## src/rtl/vga_timing.sv

```systemverilog
// Raster timing generator: pixel/line counters with sync and blanking decode,
// plus a one-cycle frame tick and a running frame counter.
module vga_timing #(
  parameter int unsigned H_ACTIVE  = 1024,
  parameter int unsigned H_FP      = 24,
  parameter int unsigned H_SYNC    = 136,
  parameter int unsigned H_BP      = 160,
  parameter int unsigned V_ACTIVE  = 768,
  parameter int unsigned V_FP      = 3,
  parameter int unsigned V_SYNC    = 6,
  parameter int unsigned V_BP      = 29,
  parameter bit          HSYNC_POL = 1'b0,
  parameter bit          VSYNC_POL = 1'b0
) (
  input  logic        pclk,
  input  logic        rst,
  input  logic        ce,
  output logic [10:0] hcount_out,
  output logic        hsync_out,
  output logic        hblnk_out,
  output logic [10:0] vcount_out,
  output logic        vsync_out,
  output logic        vblnk_out,
  output logic        frame_tick,
  output logic [15:0] frame_cnt
);

  localparam int unsigned H_TOTAL = H_ACTIVE + H_FP + H_SYNC + H_BP;
  localparam int unsigned V_TOTAL = V_ACTIVE + V_FP + V_SYNC + V_BP;

  localparam logic [10:0] H_LAST       = 11'(H_TOTAL - 1);
  localparam logic [10:0] V_LAST       = 11'(V_TOTAL - 1);
  localparam logic [10:0] H_BLNK_START = 11'(H_ACTIVE);
  localparam logic [10:0] H_SYNC_START = 11'(H_ACTIVE + H_FP);
  localparam logic [10:0] H_SYNC_END   = 11'(H_ACTIVE + H_FP + H_SYNC);
  localparam logic [10:0] V_BLNK_START = 11'(V_ACTIVE);
  localparam logic [10:0] V_SYNC_START = 11'(V_ACTIVE + V_FP);
  localparam logic [10:0] V_SYNC_END   = 11'(V_ACTIVE + V_FP + V_SYNC);

  if (H_TOTAL > 2048 || V_TOTAL > 2048) begin : g_bad_total
    $error("vga_timing: H_TOTAL and V_TOTAL must not exceed 2048");
  end

  logic [10:0] h_next;
  logic [10:0] v_next;
  logic        frame_wrap;

  always_comb begin
    h_next     = hcount_out;
    v_next     = vcount_out;
    frame_wrap = 1'b0;
    if (ce) begin
      if (hcount_out == H_LAST) begin
        h_next = '0;
        if (vcount_out == V_LAST) begin
          v_next     = '0;
          frame_wrap = 1'b1;
        end else begin
          v_next = vcount_out + 11'd1;
        end
      end else begin
        h_next = hcount_out + 11'd1;
      end
    end
  end

  // Flags decode the next-state counts so they land on the same cycle as the counts.
  always_ff @(posedge pclk) begin
    if (rst) begin
      hcount_out <= '0;
      vcount_out <= '0;
      hblnk_out  <= 1'b0;
      vblnk_out  <= 1'b0;
      hsync_out  <= ~HSYNC_POL;
      vsync_out  <= ~VSYNC_POL;
      frame_tick <= 1'b0;
      frame_cnt  <= '0;
    end else begin
      hcount_out <= h_next;
      vcount_out <= v_next;
      hblnk_out  <= (h_next >= H_BLNK_START);
      vblnk_out  <= (v_next >= V_BLNK_START);
      hsync_out  <= ((h_next >= H_SYNC_START) && (h_next < H_SYNC_END)) ? HSYNC_POL : ~HSYNC_POL;
      vsync_out  <= ((v_next >= V_SYNC_START) && (v_next < V_SYNC_END)) ? VSYNC_POL : ~VSYNC_POL;
      frame_tick <= frame_wrap;
      if (frame_wrap) begin
        frame_cnt <= frame_cnt + 16'd1;
      end
    end
  end

endmodule

```

## config.mk

```make
export PLATFORM = sky130hd
export DESIGN_NAME = vga_timing
export DESIGN_NICKNAME = d
export VERILOG_FILES = /design/src/rtl/vga_timing.sv
export SDC_FILE = /design/constraint.sdc
export NUM_CORES = 1
export LEC_CHECK = 0
export ABC_CLOCK_PERIOD_IN_PS = 4400
export CORE_MARGIN = 10
export CORE_UTILIZATION = 55
export DETAILED_ROUTE_END_ITERATION = 8
export PLACE_DENSITY = 0.87
export SYNTH_ARGS = -nofsm -noshare
export SYNTH_HDL_FRONTEND = slang
export SYNTH_SLANG_ARGS = --single-unit
export TNS_END_PERCENT = 50
```

## constraint.sdc

```tcl
create_clock -name pclk -period 4.4 [get_ports pclk]
set_input_delay 1.1 -clock pclk [delete_from_list [all_inputs] [get_ports pclk]]
set_output_delay 1.1 -clock pclk [all_outputs]
set_load 0.02 [all_outputs]
```

# Word level (Yosys, flattened, before mapping)
# Cells that the tools add are included.
[classes] magnitude_cmp=6 n_reduce_logical=2 eq_ne=2 muxes=10 n_addsub=3
[ops] cell="$mux 11" n=5
[ops] cell="$add 11x1->11 const B" n=2
[ops] cell="$ge 11x10->1 const B" n=2
[ops] cell="$ge 11x11->1 const B" n=2
[ops] cell="$add 16x1->16 const B" n=1
[ops] cell="$eq 11x10->1 const B" n=1
[ops] cell="$eq 11x11->1 const B" n=1
[ops] cell="$lt 11x10->1 const B" n=1
[ops] cell="$lt 11x11->1 const B" n=1
[ops] cell="$mux 1" n=5
[ops] cell="$logic_and 1x1->1" n=2
[word_totals] elab_cells=31 ff_bits=43 input_bits=3

# Depth between registers and ports, before layout
[logic_depth] ltp_word=7 ltp_mapped=8

# Worst setup path after synthesis
# Ideal clock, no wire load.
[synth_timing] kind="input to register" startpoint="input ce" endpoint="register vsync_out" setup_time_ns=0.122 slack_ns=1.666 arrival_time_ns=2.611 cell_stages=7 path_cell_list="nand2_1 -> or2_2 -> buf_2 -> nor4_1 -> xnor2_1 -> o2111ai_1 -> a311o_1"
[synth_via] elab_chain_len=4 elab_cells_between_ends=5 classes_between="2 x order compare; 2 x mux; 1 x reduce/logical"
[synth_rtl] element="start: declaration" line="17" source="input logic ce,"
[synth_rtl] element="$mux 11 *" line="52" source="if (ce) begin"
[synth_rtl] element="$ge 11x10->1 or $lt 11x10->1 (tied branches)" line="84" source="vsync_out <= ((v_next >= V_SYNC_START) && (v_next < V_SYNC_END)) ? VSYNC_POL : ~VSYNC_POL;"
[synth_rtl] element="$logic_and 1x1->1 *" line="84"
[synth_rtl] element="$mux 1 *" line="84"
[synth_rtl] element="end signal: assignment" line="75" source="vsync_out <= ~VSYNC_POL;"
[synth_rtl] element="end signal: assignment" line="84"
[synth_rtl] element="end: declaration" line="22" source="output logic vsync_out,"
# Mark *: on every way between the ends. The rest lies on a longest branch, timed or not.
# A chain may end at the register's enable or synchronous reset.

# Final worst setup path
# Same ends and word-level chain as after synthesis.

==> impl_metrics.yaml <==
timing:
  tightest_slew_ps: 750
  relSlewSlack: 0.499
  finalCritPeriodShare: 0.735
  fin_setup_tns_ps: 0
  fmax_mhz: 309
  layout_setup_ws_ps: 1170
  clock_skew_ps: 5.99
  min_period_ps: 3230
  hold_viol: 0
  report.final.slew_viol_count: 0
  rsz0062_at_grt: "false"
  setup_violations: 0
cts:
  h-tree-depth: 2
  cts_root_buffer: "clkbuf_8"
  cts.sinks: 42
  cts_tree: "done"
  clock_path_buffers: 2
  clk_pin_slew_ps: 80
  worstSkewPairLatency_ps: 300
  postCtsSetupBuffers: 0
  cts_made_buffers: 5
  ctsHoldBuffers: 0
  ctsResizeCount: 0
placed_design:
  io_buffers: 45
  pre_cts_slack_ps: 860
  dpl.hpwl_mm: 4.04
  gp_routability_congestion: 0.907
grt:
  grt_pass1_wl_mm: 9.63
  grt_start_max_net_pins: 21
  grt_overflow_total: 0
  track_usage: 0.156
  antenna_found_initial: 0
  grt_pass1_vias: 1979
pwr:
  power.density_nw_per_um2: 229
  peakVddDrop_v: 0.000206
  p_sw_frac: 0.228
  power_frac_seq: 0.591
  p_sw_w: 0.000148
  leakage_nw: 0.927
  clkPwrFrac: 0.380
  internal_power_w: 0.000500
  p_comb_frac: 0.030
synthesis:
  synth_seq_cells: 42
  synth_edf_count: 0
  synth_cells: 280
  post_synth.cell_area_avg_sq_um: 8.29
  ys_top_cells_by_area: "dfxtp_1 (36%), nor2_1 (6.1%), xnor2_1 (5.7%)"
  yosysSeqAreaShare: 0.362
  synthesis.area_sq_um: 2320
  syn_nets: 287
  synth_top_area_frac: 0.362
  synth_top_cell_by_area: "dfxtp_1"
  ys.flop_type: "dfxtp_1"
  synth_cell_types: 49
  synthArstFlopShare: 0
  yosysWarnings: 0
floorplanning:
  die_h_microns: 85.0
  start_util: 0.572
  die_area_sq_um: 7220
  die_width_microns: 85.0
  rows: 23
  num_io_pins: 46
  core_area_sq_um: 4060
finish:
  num-nets-final: 322
  num_antenna_cells: 0
  final_common_cell: "clkdlybuf4s50_1"
  drive_gt1_frac: 0.0759
  nFillCells: 341
  fin_util: 0.697
  area_delta_synth_final_pct: 21.8
  mostFrequentLayoutCells: "clkdlybuf4s50_1 (45), dfxtp_1 (42), nor2_1 (38)"
detailed_routing:
  wl_per_cell_microns: 15.5
  viasPerCell: 5.86
  drc: 0
  ant_nets: 0
  finalWirelength_mm: 5.67
  drt-initial-drc-count: 199
  drt_first_pass_iters: 4
  num_vias: 2144
worst_setup_path:
  worstSetupPathType: "in2reg"
  crit_path_cell_trace: "clkdlybuf4s50_1, nand2_1, or2_2, nor4_1, xnor2_1, o2111ai_1, a311o_1"
  crit_path_start_kind: "input pin"
  cp_max_fo: 12
  worst_setup_path_end_kind: "flip-flop"
  critPathMaxStageDelay_ps: 670
  critical_path_arrival_ps: 3420
  cp.required_ps: 4590
  cpMaxStageDelayCell: "clkdlybuf4s50_1"
flow_run:
  cap_violations: 0
worst_hold_path:
  hold_class: "reg2reg"
run_status:
  status: "finished, final reports clean"
==> path summary, 6_finish.rpt <==
kind	startpoint	to	slack (ps)	cells after the start
worst max register to register	hcount_out[8]$_SDFF_PP0_	vsync_out$_SDFF_PP1_	1920	6
worst min-delay path	frame_cnt[7]$_SDFFE_PP0P_	frame_cnt[7]$_SDFFE_PP0P_	510	2
worst min register to register	frame_cnt[7]$_SDFFE_PP0P_	frame_cnt[7]$_SDFFE_PP0P_	510	2
worst max-delay path	ce	vsync_out$_SDFF_PP1_	1170	7
==> power by group through the flow <==
stage	logic (W)	registers (W)	clock network (W)
6_report	0.0000192	0.000383	0.000246
5_1_grt	0.0000210	0.000383	0.000269
4_1_cts	0.0000194	0.000383	0.000249
3_5_place_dp	0.0000192	0.000392	0
3_3_place_gp	0.0000190	0.000392	0
2_1_floorplan	0.0000111	0.000393	0
==> layout make-up <==
cell class              instances  area, sq um  area share
clock buffers                   6         72.6      0.0257
clock inverters                 2         13.8     0.00487
inverters                       4         15.0     0.00531
multi-input cells             215         1360       0.480
flip-flops and latches         42          841       0.297
well taps                      50         62.6      0.0221
repair buffers                 47          465       0.165
==> cells in the mapped netlist (3+ instances only) <==
master and n:
buf_2 5, nor2b_1 3, inv_1 4, o21ai_0 11, and2_1 3, nor2_1 38
nand2b_1 4, clkbuf_1 9, nand4_1 10, nor3_1 14, xor2_1 13, dfxtp_1 42
nand3_1 15, nor4_2 3, and3_1 3, or3_1 3, ha_1 4, nor4_1 5
xnor2_1 15, buf_6 3, nand2_1 22, or2_2 3, or4_4 3, a21oi_1 15
==> registers in the layout, indices dropped and copies added, names as in the netlist <==
signal	flops
frame_cnt	16
hcount_out	11
vcount_out	11
frame_tick	1
hsync_out	1
vblnk_out	1
vsync_out	1
==> logic make-up after synthesis <==
group,Yosys count,synth area share
AND/OR/NAND/NOR,143,0.345
flip-flops,42,0.362
AO/OA/AOI/OAI,37,0.0975
XOR/XNOR,28,0.106
buffers and inverters,23,0.0528
adder cells (fa/ha/maj),4,0.0216
multiplexers,3,0.0151
==> critical path: cells and delay by family <==
family	cells	cell delay (ps)
AND/OR/NAND/NOR	3	1010
XOR/XNOR	1	220
AO/OA/AOI/OAI	2	420
buffers and inverters	1	670
==> per-layer routing <==
metal / GRT usage / vias up / share of wire
met4: 0.0494 / 0 / 0.013
met3: 0.0727 / 9 / 0.091
met1: 0.192 / 1006 / 0.43
met5: 0 / - / 0
li1: - / 1056 / -
met2: 0.236 / 73 / 0.46
==> stage by stage <==
step / hold slack, ps / total power, W / instances / cell area, sq um
after floorplan: 566 / 0.000404 / 280 / 2320
after global placement: 482 / 0.000411 / 358 / 2740
after detailed placement: 491 / 0.000411 / 358 / 2740
after CTS: 505 / 0.000651 / 366 / 2830
after global routing: 533 / 0.000673 / 366 / 2830
final: 506 / 0.000648 / 366 / 2830
Note: power is estimated with default switching activity, not from simulation.
==> variant 1: new RTL, same flow settings <==
Make the reset (`rst`) asynchronous in one clocked block.
--- a/src/rtl/vga_timing.sv
+++ b/src/rtl/vga_timing.sv
@@ -67,3 +67,3 @@
   // Flags decode the next-state counts so they land on the same cycle as the counts.
-  always_ff @(posedge pclk) begin
+  always_ff @(posedge pclk or posedge rst) begin
     if (rst) begin
Behaviour: differs if rst is asserted again (counterexample within 4 cycles, from zero or initial values and one cycle with rst high); with rst held inactive, the same outputs for 10 cycles.
==> variant 1 against the original RTL <==
Routed wire length down 13%; cell area down 1.7%; setup slack gained 0.084 ns; die area fell by 3.3%; sequential cell count did not move; worst hold slack lost 0.017 ns; global-route usage fell by 1.2 points; synthesized area decreased by 4.4%; synthesized cell count fell by 25%.
Power is not compared: it rests on default switching activity, and its combinational part moved more than twofold at a synthesized area within 25%.
==> variant 1: results (changes against the original RTL) <==
total track usage: 14.4% (-1.2 points)
Vias per Instance: 5.65 (-3.5%)
status: completed
commonest cells in the synthesized netlist: dfrtp_1, xnor2_1, nand3_1, nor2_1, nand2_1
crit path DAT: 3.35 ns (-0.07 ns)
Seq/Total Area, Yosys: 47.4% (+11 points)
FF-to-FF path depth: 7 (+1)
syn nets: 217 (-24%)
FF-to-FF Start: hcount_out[0]
global-route wire length before repair: 8540 µm (-11%)
Cells after DPL: 297 (-17%)
Synth area leaders: dfrtp_1, xnor2_1, xor2_1, nand3_1, nand4_1
r2r endpoint: vsync_out
DRT iter0 DRCs: 89 (-55%)
clock skew: 0.0103 ns (+0.00426 ns)
final net count: 261 (-19%)
number of global-route vias before repair: 1695 (-14%)
Top Registers: frame_cnt (16), vcount_out (11), hcount_out (10)
DP Area: 2670 µm² (-2.6%)
setup slack, reg-to-reg: 2.06 ns (+0.14 ns)
met3 wire len: 363 µm (-29%)
Worst Hold Slack: 0.489 ns (-0.0173 ns)
HPWL Detailed: 3690 µm (-8.7%)
fraction of registers with async set/reset: 100% (+100 points)
slowest stage delay, CP: 0.60 ns (-0.07 ns)
min-delay src: frame_cnt[15]
placer congestion estimate: 0.897 (-1.1%)
top_reg_cell synth: dfrtp_1
post-route insts no fill: 305 (-17%)
DP Worst Slack: 0.976 ns (+0.116 ns)
routed len/inst: 16.1 µm (+4.2%)
largest net degree at the start of global routing: 26 (+24%)
## variant 1: kinds of logic after synthesis
group | synth area share, %
AND/OR/NAND/NOR | 23.3
flip-flops | 47.4
XOR/XNOR | 12.2
AO/OA/AOI/OAI | 8.45
buffers and inverters | 4.34
multiplexers | 1.97
adder cells (fa/ha/maj) | 2.25
## variant 1: area by class of cell
class / count / area [µm²]
Clock buffer: 5 / 68.8
Multi-Input combinational cell: 152 / 1070
Clock inverter: 3 / 40.0
Fill cell: 305 / 1160
Sequential cell: 42 / 1050
Timing Repair Buffer: 46 / 458
Tap cell: 50 / 62.6
Inverter: 7 / 26.3
## variant 1: report_power, final
part | switching [mW] | internal [mW] | leakage [nW]
Clock | 0.129 | 0.167 | 0.0579
Combinational | 0.106 | 0.0952 | 0.624
Sequential | 0.0411 | 0.416 | 0.558
Total | 0.275 | 0.678 | 1.24
## variant 1: routing by layer
metal	global-route usage, %	vias up
li1	-	835
met1	17.4	824
met2	22.8	56
met3	5.96	9
met4	4.57	0
met5	0	-
==> variant 2: new RTL, config.mk and constraints unchanged <==
Without the edit above. The parameter `HSYNC_POL` goes from 1'b0 to 1'b1.
--- a/src/rtl/vga_timing.sv
+++ b/src/rtl/vga_timing.sv
@@ -11,3 +11,3 @@
   parameter int unsigned V_BP      = 29,
-  parameter bit          HSYNC_POL = 1'b0,
+  parameter bit          HSYNC_POL = 1'b1,
   parameter bit          VSYNC_POL = 1'b0
Function: changed (a bounded check fails within 4 cycles, from zero or initial values and one cycle with rst high).
==> variant 2 against the original RTL <==
Sequential cell count did not move; sequential share of layout area rose by 0.44 points; sequential power barely moved; total power fell by 2.1%; setup slack got worse by 0.014 ns; critical path depth rose by 1; synthesized area fell by 3.4%; count of clock-buffer cells in the layout fell by 1; clock power fell by 6%; cell area fell by 1.5%; cell count rose by 0.82%; routed wire length fell by 4.0%; largest cell class unchanged.
==> variant 2: results (changes against the original RTL) <==
clock skew: 0.00601 ns (+0.0000180 ns)
FF-to-FF path depth: 7 (+1)
NonClk Buf Share: 17.2% (+0.78 points)
met2 Usage GRT: 24.1% (+0.47 points)
slew of the pin with the lowest slew margin: 0.495 ns (-0.255 ns)
setup slack, reg-to-reg: 1.66 ns (-0.26 ns)
status: completed
synth unique cells: 45 (-8.2%)
Fillers: 309 (-9.4%)
met3 wire len: 461 µm (-10%)
DRT iter0 DRCs: 138 (-31%)
Met2 Wirelength: 2520 µm (-4.0%)
hold endpoint: frame_cnt[10]
commonest cells in the synthesized netlist: dfxtp_1, nor2_1, a21oi_1, nand2_1, nand3_1
Max FO, Critical Path: 13 (+1)
syn nets: 288 (+0.35%)
slowest stage delay, CP: 0.64 ns (-0.03 ns)
Metal-1 WL: 2360 µm (-3.7%)
final net count: 326 (+1.2%)
post-route insts no fill: 369 (+0.82%)
LEAKAGE: 0.971 nW (+4.7%)
Signal buffers: 49 (+4.3%)
placer congestion estimate: 0.914 (+0.77%)
layout cell share with drive strength beyond 1: 4.70% (-2.9 points)
number of non-clock inverters: 6 (+2)
maximum VDD drop: 0.000155 V (-25%)
number of global-route vias before repair: 1950 (-1.5%)
met3 usage: 5.27% (-2.0 points)
clock tree cell share of total cell area: 2.83% (-0.22 points)
sequential share of cell area: 30.2% (+0.44 points)
syn avg cell area: 7.98 µm² (-3.7%)
min-delay src: frame_cnt[10]
CLK BUF: 5 (-1)
Vias per Instance: 5.92 (+1.1%)
total track usage: 14.9% (-0.74 points)
FF-to-FF Start: hcount_out[7]
[variant 2: cell types whose count changed after synthesis, moves of 3 or more]
cell,delta
xnor2_1,-5
or4_4,-3
and4_1,+3
clkbuf_1,+4
nor4_2,-3
buf_2,-3
a31oi_1,+3
buf_6,-3
nand4_1,+4
nor3_1,-4
nand2_1,-4
a21oi_1,+8
and3_1,+8
[variant 2: how the worst max path moves through the flow]
stage | end | slack (ns) | cells after the start
3_3_place_gp | vsync_out | 0.97 | 8
5_1_grt | frame_cnt[15] | 0.99 | 8
3_5_place_dp | vsync_out | 0.88 | 8
6_report | vsync_out | 1.15 | 8
4_1_cts | vsync_out | 1.18 | 8
2_1_floorplan | vsync_out | 1.51 | 7
[variant 2: power by group]
group / total, mW / leakage [nW] / switching [mW] / internal, mW
registers: 0.383 / 0.339 / 0.00237 / 0.381
logic: 0.0184 / 0.588 / 0.0113 / 0.00702
clock network: 0.232 / 0.0438 / 0.126 / 0.106
total: 0.634 / 0.971 / 0.140 / 0.495
[variant 2: per-stage QoR]
step | setup WS [ns] | instance area (µm²) | hold WS (ns)
finish | 1.15 | 2790 | 0.511
global route | 0.989 | 2790 | 0.585
CTS | 1.18 | 2790 | 0.518
detailed placement | 0.875 | 2710 | 0.506
global placement | 0.973 | 2710 | 0.482
floorplan | 1.51 | 2240 | 0.566
[variant 2: kinds of logic (layout without fill, tap and decap cells)]
logic type | after synthesis | after routing | share of synthesized area [%]
and+or+nand+nor | 138 | 138 | 33.4
DFF | 42 | 42 | 37.5
buffers and inverters | 24 | 62 | 4.46
xor gates and xnor gates | 25 | 25 | 9.76
adders and majority gates | 4 | 4 | 2.23
AOI/OAI and AO/OA | 48 | 48 | 12.7
[variant 2: worst min-delay path: cells and delay by family (launching register included)]
kind / cells / cell delay, ns
compound gates: 2 / 0.13
flops: 1 / 0.33
